### src/rtl/kgp_ctrl_fsm.sv
// kgp_ctrl_fsm: multi-cycle control unit for the KGP-RISC core.
// Sequences FETCH/DECODE/EXEC/(MEM)/WB and drives the datapath controls.
//
// Ports:
//   Clk, rst (sync, active-high), step_en (sampled in FETCH only)
//   currInstr[31:0]  instruction word, captured on the DECODE->EXEC edge
//   MemtoReg, writeRs, A_0, B_0, write31, chkCarry, CarVal, jump, branch
//                    level controls, held through EXEC/MEM/WB
//   ALU_src[1:0], ALU_control[6:0] = {Op[2:0], B_inv, Cin, BranchType[1:0]}
//   RegWrite, MemWrite, pc_we, carry_we  one-cycle strobes
//   halted, illegal  status; state[2:0] current FSM state
module kgp_ctrl_fsm #(
    parameter logic [5:0] HALT_OP = 6'h3F
) (
    input  logic        Clk,
    input  logic        rst,
    input  logic        step_en,
    input  logic [31:0] currInstr,
    output logic        MemtoReg,
    output logic        writeRs,
    output logic        A_0,
    output logic        B_0,
    output logic        write31,
    output logic        chkCarry,
    output logic        CarVal,
    output logic        jump,
    output logic        branch,
    output logic [1:0]  ALU_src,
    output logic [6:0]  ALU_control,
    output logic        RegWrite,
    output logic        MemWrite,
    output logic        pc_we,
    output logic        carry_we,
    output logic        halted,
    output logic        illegal,
    output logic [2:0]  state
);

    typedef enum logic [2:0] {
        S_FETCH  = 3'd0,
        S_DECODE = 3'd1,
        S_EXEC   = 3'd2,
        S_MEM    = 3'd3,
        S_WB     = 3'd4,
        S_HALT   = 3'd5
    } state_e;

    localparam logic [2:0] OP_ADD = 3'd0;
    localparam logic [2:0] OP_AND = 3'd1;
    localparam logic [2:0] OP_XOR = 3'd2;
    localparam logic [2:0] OP_SLL = 3'd3;
    localparam logic [2:0] OP_SRL = 3'd4;
    localparam logic [2:0] OP_SRA = 3'd5;

    // Decoded instruction: level controls plus per-instruction strobe enables.
    typedef struct packed {
        logic       mem_to_reg;
        logic       write_rs;
        logic       a_0;
        logic       b_0;
        logic       write_31;
        logic       chk_carry;
        logic       car_val;
        logic       jump;
        logic       branch;
        logic [1:0] alu_src;
        logic [6:0] alu_ctrl;
        logic       reg_wr;
        logic       carry_wr;
        logic       mem_op;
        logic       store;
        logic       illegal;
    } ctrl_t;

    state_e state_q, state_d;
    ctrl_t  ctrl_q, ctrl_d, dec;

    logic [5:0] opcode;
    logic [3:0] funct;
    logic       unused_bits;

    assign opcode      = currInstr[31:26];
    assign funct       = currInstr[3:0];
    assign unused_bits = ^currInstr[25:4];

    // Instruction decoder (only consumed while in DECODE).
    always_comb begin
        dec = '0;
        if (opcode != HALT_OP) begin
            case (opcode)
                6'h00: begin
                    dec.reg_wr  = 1'b1;
                    dec.alu_src = funct[3] ? 2'd2 : 2'd0;
                    case (funct[2:0])
                        3'd0: begin
                            dec.alu_ctrl = {OP_ADD, 4'b0000};
                            dec.carry_wr = 1'b1;
                        end
                        3'd1: begin
                            // comp: 0 - rt via A forced to 0, B inverted, Cin=1
                            dec.a_0      = 1'b1;
                            dec.alu_ctrl = {OP_ADD, 4'b1100};
                            dec.carry_wr = 1'b1;
                        end
                        3'd2: dec.alu_ctrl = {OP_AND, 4'b0000};
                        3'd3: dec.alu_ctrl = {OP_XOR, 4'b0000};
                        3'd4: dec.alu_ctrl = {OP_SLL, 4'b0000};
                        3'd5: dec.alu_ctrl = {OP_SRL, 4'b0000};
                        3'd6: dec.alu_ctrl = {OP_SRA, 4'b0000};
                        default: begin
                            dec         = '0;
                            dec.illegal = 1'b1;
                        end
                    endcase
                end
                6'h01, 6'h02: begin
                    dec.alu_src  = 2'd1;
                    dec.reg_wr   = 1'b1;
                    dec.carry_wr = 1'b1;
                    if (opcode[1]) begin
                        dec.a_0      = 1'b1;
                        dec.alu_ctrl = {OP_ADD, 4'b1100};
                    end
                end
                6'h03: begin
                    dec.alu_src    = 2'd1;
                    dec.write_rs   = 1'b1;
                    dec.mem_to_reg = 1'b1;
                    dec.mem_op     = 1'b1;
                    dec.reg_wr     = 1'b1;
                end
                6'h04: begin
                    dec.alu_src = 2'd1;
                    dec.mem_op  = 1'b1;
                    dec.store   = 1'b1;
                end
                6'h05: begin
                    dec.jump   = 1'b1;
                    dec.branch = 1'b1;
                end
                6'h06, 6'h07, 6'h08: begin
                    dec.branch        = 1'b1;
                    dec.b_0           = 1'b1;
                    dec.alu_ctrl[1:0] = opcode[1:0] - 2'd2;
                end
                6'h09: dec.jump = 1'b1;
                6'h0A: begin
                    dec.jump     = 1'b1;
                    dec.write_31 = 1'b1;
                    dec.reg_wr   = 1'b1;
                end
                6'h0B, 6'h0C: begin
                    dec.jump      = 1'b1;
                    dec.chk_carry = 1'b1;
                    dec.car_val   = ~opcode[2];
                end
                default: dec.illegal = 1'b1;
            endcase
        end
    end

    // State and captured-control registers.
    always_ff @(posedge Clk) begin
        if (rst) begin
            state_q <= S_FETCH;
            ctrl_q  <= '0;
        end else begin
            state_q <= state_d;
            ctrl_q  <= ctrl_d;
        end
    end

    assign ctrl_d = (state_q == S_DECODE) ? dec : ctrl_q;

    // Next-state logic.
    always_comb begin
        state_d = state_q;
        unique case (state_q)
            S_FETCH:  state_d = step_en ? S_DECODE : S_FETCH;
            S_DECODE: state_d = (opcode == HALT_OP) ? S_HALT : S_EXEC;
            S_EXEC:   state_d = ctrl_q.mem_op ? S_MEM : S_WB;
            S_MEM:    state_d = S_WB;
            S_WB:     state_d = S_FETCH;
            S_HALT:   state_d = S_HALT;
            default:  state_d = S_FETCH;
        endcase
    end

    // Output logic: levels only while an instruction is executing.
    always_comb begin
        MemtoReg    = 1'b0;
        writeRs     = 1'b0;
        A_0         = 1'b0;
        B_0         = 1'b0;
        write31     = 1'b0;
        chkCarry    = 1'b0;
        CarVal      = 1'b0;
        jump        = 1'b0;
        branch      = 1'b0;
        ALU_src     = 2'd0;
        ALU_control = 7'd0;
        RegWrite    = 1'b0;
        MemWrite    = 1'b0;
        pc_we       = 1'b0;
        carry_we    = 1'b0;
        halted      = (state_q == S_HALT);
        illegal     = (state_q == S_EXEC) && ctrl_q.illegal;
        state       = state_q;
        if (state_q == S_EXEC || state_q == S_MEM || state_q == S_WB) begin
            MemtoReg    = ctrl_q.mem_to_reg;
            writeRs     = ctrl_q.write_rs;
            A_0         = ctrl_q.a_0;
            B_0         = ctrl_q.b_0;
            write31     = ctrl_q.write_31;
            chkCarry    = ctrl_q.chk_carry;
            CarVal      = ctrl_q.car_val;
            jump        = ctrl_q.jump;
            branch      = ctrl_q.branch;
            ALU_src     = ctrl_q.alu_src;
            ALU_control = ctrl_q.alu_ctrl;
        end
        if (state_q == S_MEM) begin
            MemWrite = ctrl_q.store;
        end
        if (state_q == S_WB) begin
            RegWrite = ctrl_q.reg_wr;
            carry_we = ctrl_q.carry_wr;
            pc_we    = 1'b1;
        end
    end

endmodule

### config.mk
export PLATFORM = sky130hd
export DESIGN_NAME = kgp_ctrl_fsm
export DESIGN_NICKNAME = d
export VERILOG_FILES = /design/src/rtl/kgp_ctrl_fsm.sv
export SDC_FILE = /design/constraint.sdc
export NUM_CORES = 1
export LEC_CHECK = 0
export CORE_MARGIN = 2
export CORE_UTILIZATION = 43
export DETAILED_ROUTE_END_ITERATION = 16
export GPL_ROUTABILITY_DRIVEN = 0
export GPL_TIMING_DRIVEN = 0
export PLACE_DENSITY = 0.84
export SYNTH_ARGS = -nofsm -noshare
export SYNTH_HDL_FRONTEND = slang
export SYNTH_SLANG_ARGS = --single-unit
### constraint.sdc
create_clock -name Clk -period 2.7 [get_ports Clk]
set_input_delay 0.405 -clock Clk [delete_from_list [all_inputs] [get_ports Clk]]
set_output_delay 0.405 -clock Clk [all_outputs]
set_load 0.02 [all_outputs]
==> results.py <==
metrics = {
    "cells_and_area": {
        "fill_cells": 245,
        "register_area_um2": 460.4,
        "multiInputGateArea_um2": 748.2,
        "diodes": 0,
        "drive_gt1_frac": 0.1162,
        "fin_nets": 234,
        "syn_to_final_growth_pct": 37.00,
    },
    "logic_synthesis": {
        "ys_types": 40,
        "netlist.area_leader.share": 0.3556,
        "synth_cells": 157,
        "async_flop_share": 0,
        "syn_nets": 192,
        "seq_area_frac_synth": 0.3556,
        "ys_seq_elements": 23,
        "synth_edf_count": 0,
        "synth_common_cells": "23 x dfxtp_1, 19 x nor2_1, 18 x nor2b_1",
        "avgSynthCellArea_um2": 8.248,
        "synth_area_leaders": "dfxtp_1 36%, nor2b_1 8.7%, nor2_1 5.5%, a32oi_1 4.1%, a21oi_1 3.5%",
        "yosys.cell_count.top_type": "dfxtp_1",
        "yosysTopAreaCell": "dfxtp_1",
        "synth_area_um2": 1295,
        "synthFlopType": "dfxtp_1",
        "ys_warn_count": 0,
    },
    "setup_path": {
        "crit_end": "ALU_control[1]",
        "reg2reg_to": "ctrl_q[6]",
        "crit_start": "state[1]",
        "ff2ff_path_depth": 5,
        "cp_max_fo": 10,
        "crit_path_end_kind": "output pin",
        "rrSetupSlack_ps": 910,
        "critPathArrivalTime_ps": 2160,
        "worst_setup_path_start_kind": "flip-flop",
        "r2r-start": "state[0]",
        "cp_data_required_time_ps": 2300,
        "crit_type": "flip-flop to output pin",
    },
    "pwr": {
        "leakage_uw": 0.0007491,
        "power_density_nw_per_um2": 351.4,
        "p_sw_frac": 0.2878,
        "vdd_drop_max_mv": 0.2551,
        "seq_power_share": 0.559,
        "p_int_uw": 444.0,
        "switchingPower_uw": 179.4,
        "clock_power_share": 0.263,
        "p_comb_frac": 0.178,
    },
    "detailed_routing": {
        "drc_errors": 2,
        "drt_first_pass_iters": 11,
        "vias": 1341,
        "wl_per_cell_um": 14.89,
        "ant_nets": 0,
        "via_per_inst": 5.856,
        "wl_um": 3410,
        "dr.first_iter.drc_count": 100,
    },
    "grt": {
        "grt_pass1_vias": 1270,
        "overflow": 0,
        "grt_pass1_wl_um": 5678,
        "track_usage": 0.2096,
        "grt_max_degree": 14,
        "antenna_found_initial": 0,
    },
    "sta": {
        "fin_crit_ps": 2568,
        "finalMaxSlewViolations": 0,
        "relSlewSlack": 0.6766,
        "finalHoldViolations": 0,
        "clock_skew_ps": 2.126,
        "finalCritPeriodShare": 0.9513,
        "finalWorstSetupSlack_ps": 131.6,
        "fmax_mhz": 389.3,
        "tns_ps": 0,
        "rsz0062_at_grt": "no",
        "worst_pin_slew_ps": 485.1,
        "final-setup-viol-count": 0,
    },
    "clock_tree": {
        "cts_buffers": 3,
        "cts_setup_buffers": 0,
        "cts_tree": "done",
        "cts_buffer_depth": 2,
        "clk_latency_ps": 320,
        "clk_pin_slew_ps": 130,
        "cts-root-buf": "clkbuf_4",
        "clock_sinks": 23,
        "cts_max_level": 1,
    },
    "die": {
        "design.core.area_um2": 2805,
        "num_io_pins": 62,
        "start_util": 0.4616,
        "fp.dieW_um": 58.88,
        "core.rowCount": 19,
        "die-area_um2": 3467,
        "die_h_um": 58.88,
    },
    "place": {
        "hpwlAfterDp_um": 2485,
        "port_buffers": 37,
        "place_ws_ps": 33.60,
    },
    "status": {
        "outcome": "finished with violations",
        "violations": "design-rule violations",
    },
    "run": {
        "drv_cap": 0,
    },
    "min_path": {
        "hold_start": "currInstr[29]",
        "hold_class": "input port to flip-flop",
    },
}
==> critical path: stages, from the launching register on <==
cell and delay (ps):
dfxtp_1 340, buf_2 220, nor2b_2 220, nor2_2 100
clkbuf_4 210, nor2b_1 140, clkdlybuf4s50_1 620
==> sequential cells by signal, summed over array words and instances (netlist names) <==
| name | flops |
|---|---|
| state | 3 |
| ctrl_q | 20 |
==> layout by cell type, fill, tap and decap left out, drive strengths merged, types with 5 or more instances in the layout <==
cell type       n
o21ai           8
clkdlybuf4s50  29
a21oi           9
dfxtp          23
nor2           19
a32oi           6
dlymetal6s2s    8
clkbuf          7
inv             5
nand2          10
nor2b          18
buf             9
==> final cells by class <==
cell class,instances,share of cell area
clock buffers,3,0.01269
clock inverters,1,0.002821
plain buffers,13,0.05078
repair buffers,37,0.2200
well taps,31,0.02186
inverters,5,0.01058
multi-input cells,116,0.4217
flip-flops and latches,23,0.2595
==> cell families (layout without fill, tap and decap cells) <==
| group | after synthesis | after routing | share of synthesized area |
|---|---|---|---|
| xor+xnor | 2 | 2 | 0.01353 |
| buf+inv | 18 | 59 | 0.08115 |
| simple gates | 75 | 75 | 0.3382 |
| mux | 2 | 2 | 0.01546 |
| compound gates | 37 | 37 | 0.1961 |
| flops | 23 | 23 | 0.3556 |
==> per-layer routing <==
layer / part of all wire / track usage
met1: 0.43 / 0.2834
met2: 0.47 / 0.3349
met3: 0.078 / 0.03516
met4: 0.017 / 0.07792
met5: 0 / 0
==> worst min-delay path by stage <==
stage                      end  depth (start not counted)
finish              ctrl_q[17]                          3
global placement     ctrl_q[6]                          2
detailed placement  ctrl_q[18]                          2
CTS                 ctrl_q[17]                          3
global route        ctrl_q[17]                          3
floorplan            ctrl_q[6]                          2
==> power by group through the flow <==
stage	sequential, uW	clock (uW)	combinational [uW]
detailed placement	356	0	105
global placement	355	0	103
finish	348	164	111
CTS	348	165	108
floorplan	357	0	60.6
global route	349	183	118
==> through the flow <==
step / util / hold WS (ps) / cell area, um2 / total power, uW / std cells
after floorplan: - / 427.3 / 1300 / 417.4 / 157
after global placement: 0.6093 / 438.7 / 1709 / 458.4 / 225
after detailed placement: 0.6093 / 446.4 / 1709 / 461.0 / 225
after CTS: 0.6253 / 428.4 / 1754 / 622.1 / 229
after global routing: 0.6325 / 419.3 / 1774 / 650.8 / 229
final: 0.6325 / 435.9 / 1774 / 623.4 / 229
==> what timing repair did <==
| item | CTS | global route |
|---|---|---|
| cloned | 0 | 0 |
| resized for setup | 6 | 8 |
| setup endpoints to repair | 12 | 8 |
| hold buffers | 0 | 0 |
(Power assumes the default switching activity.)
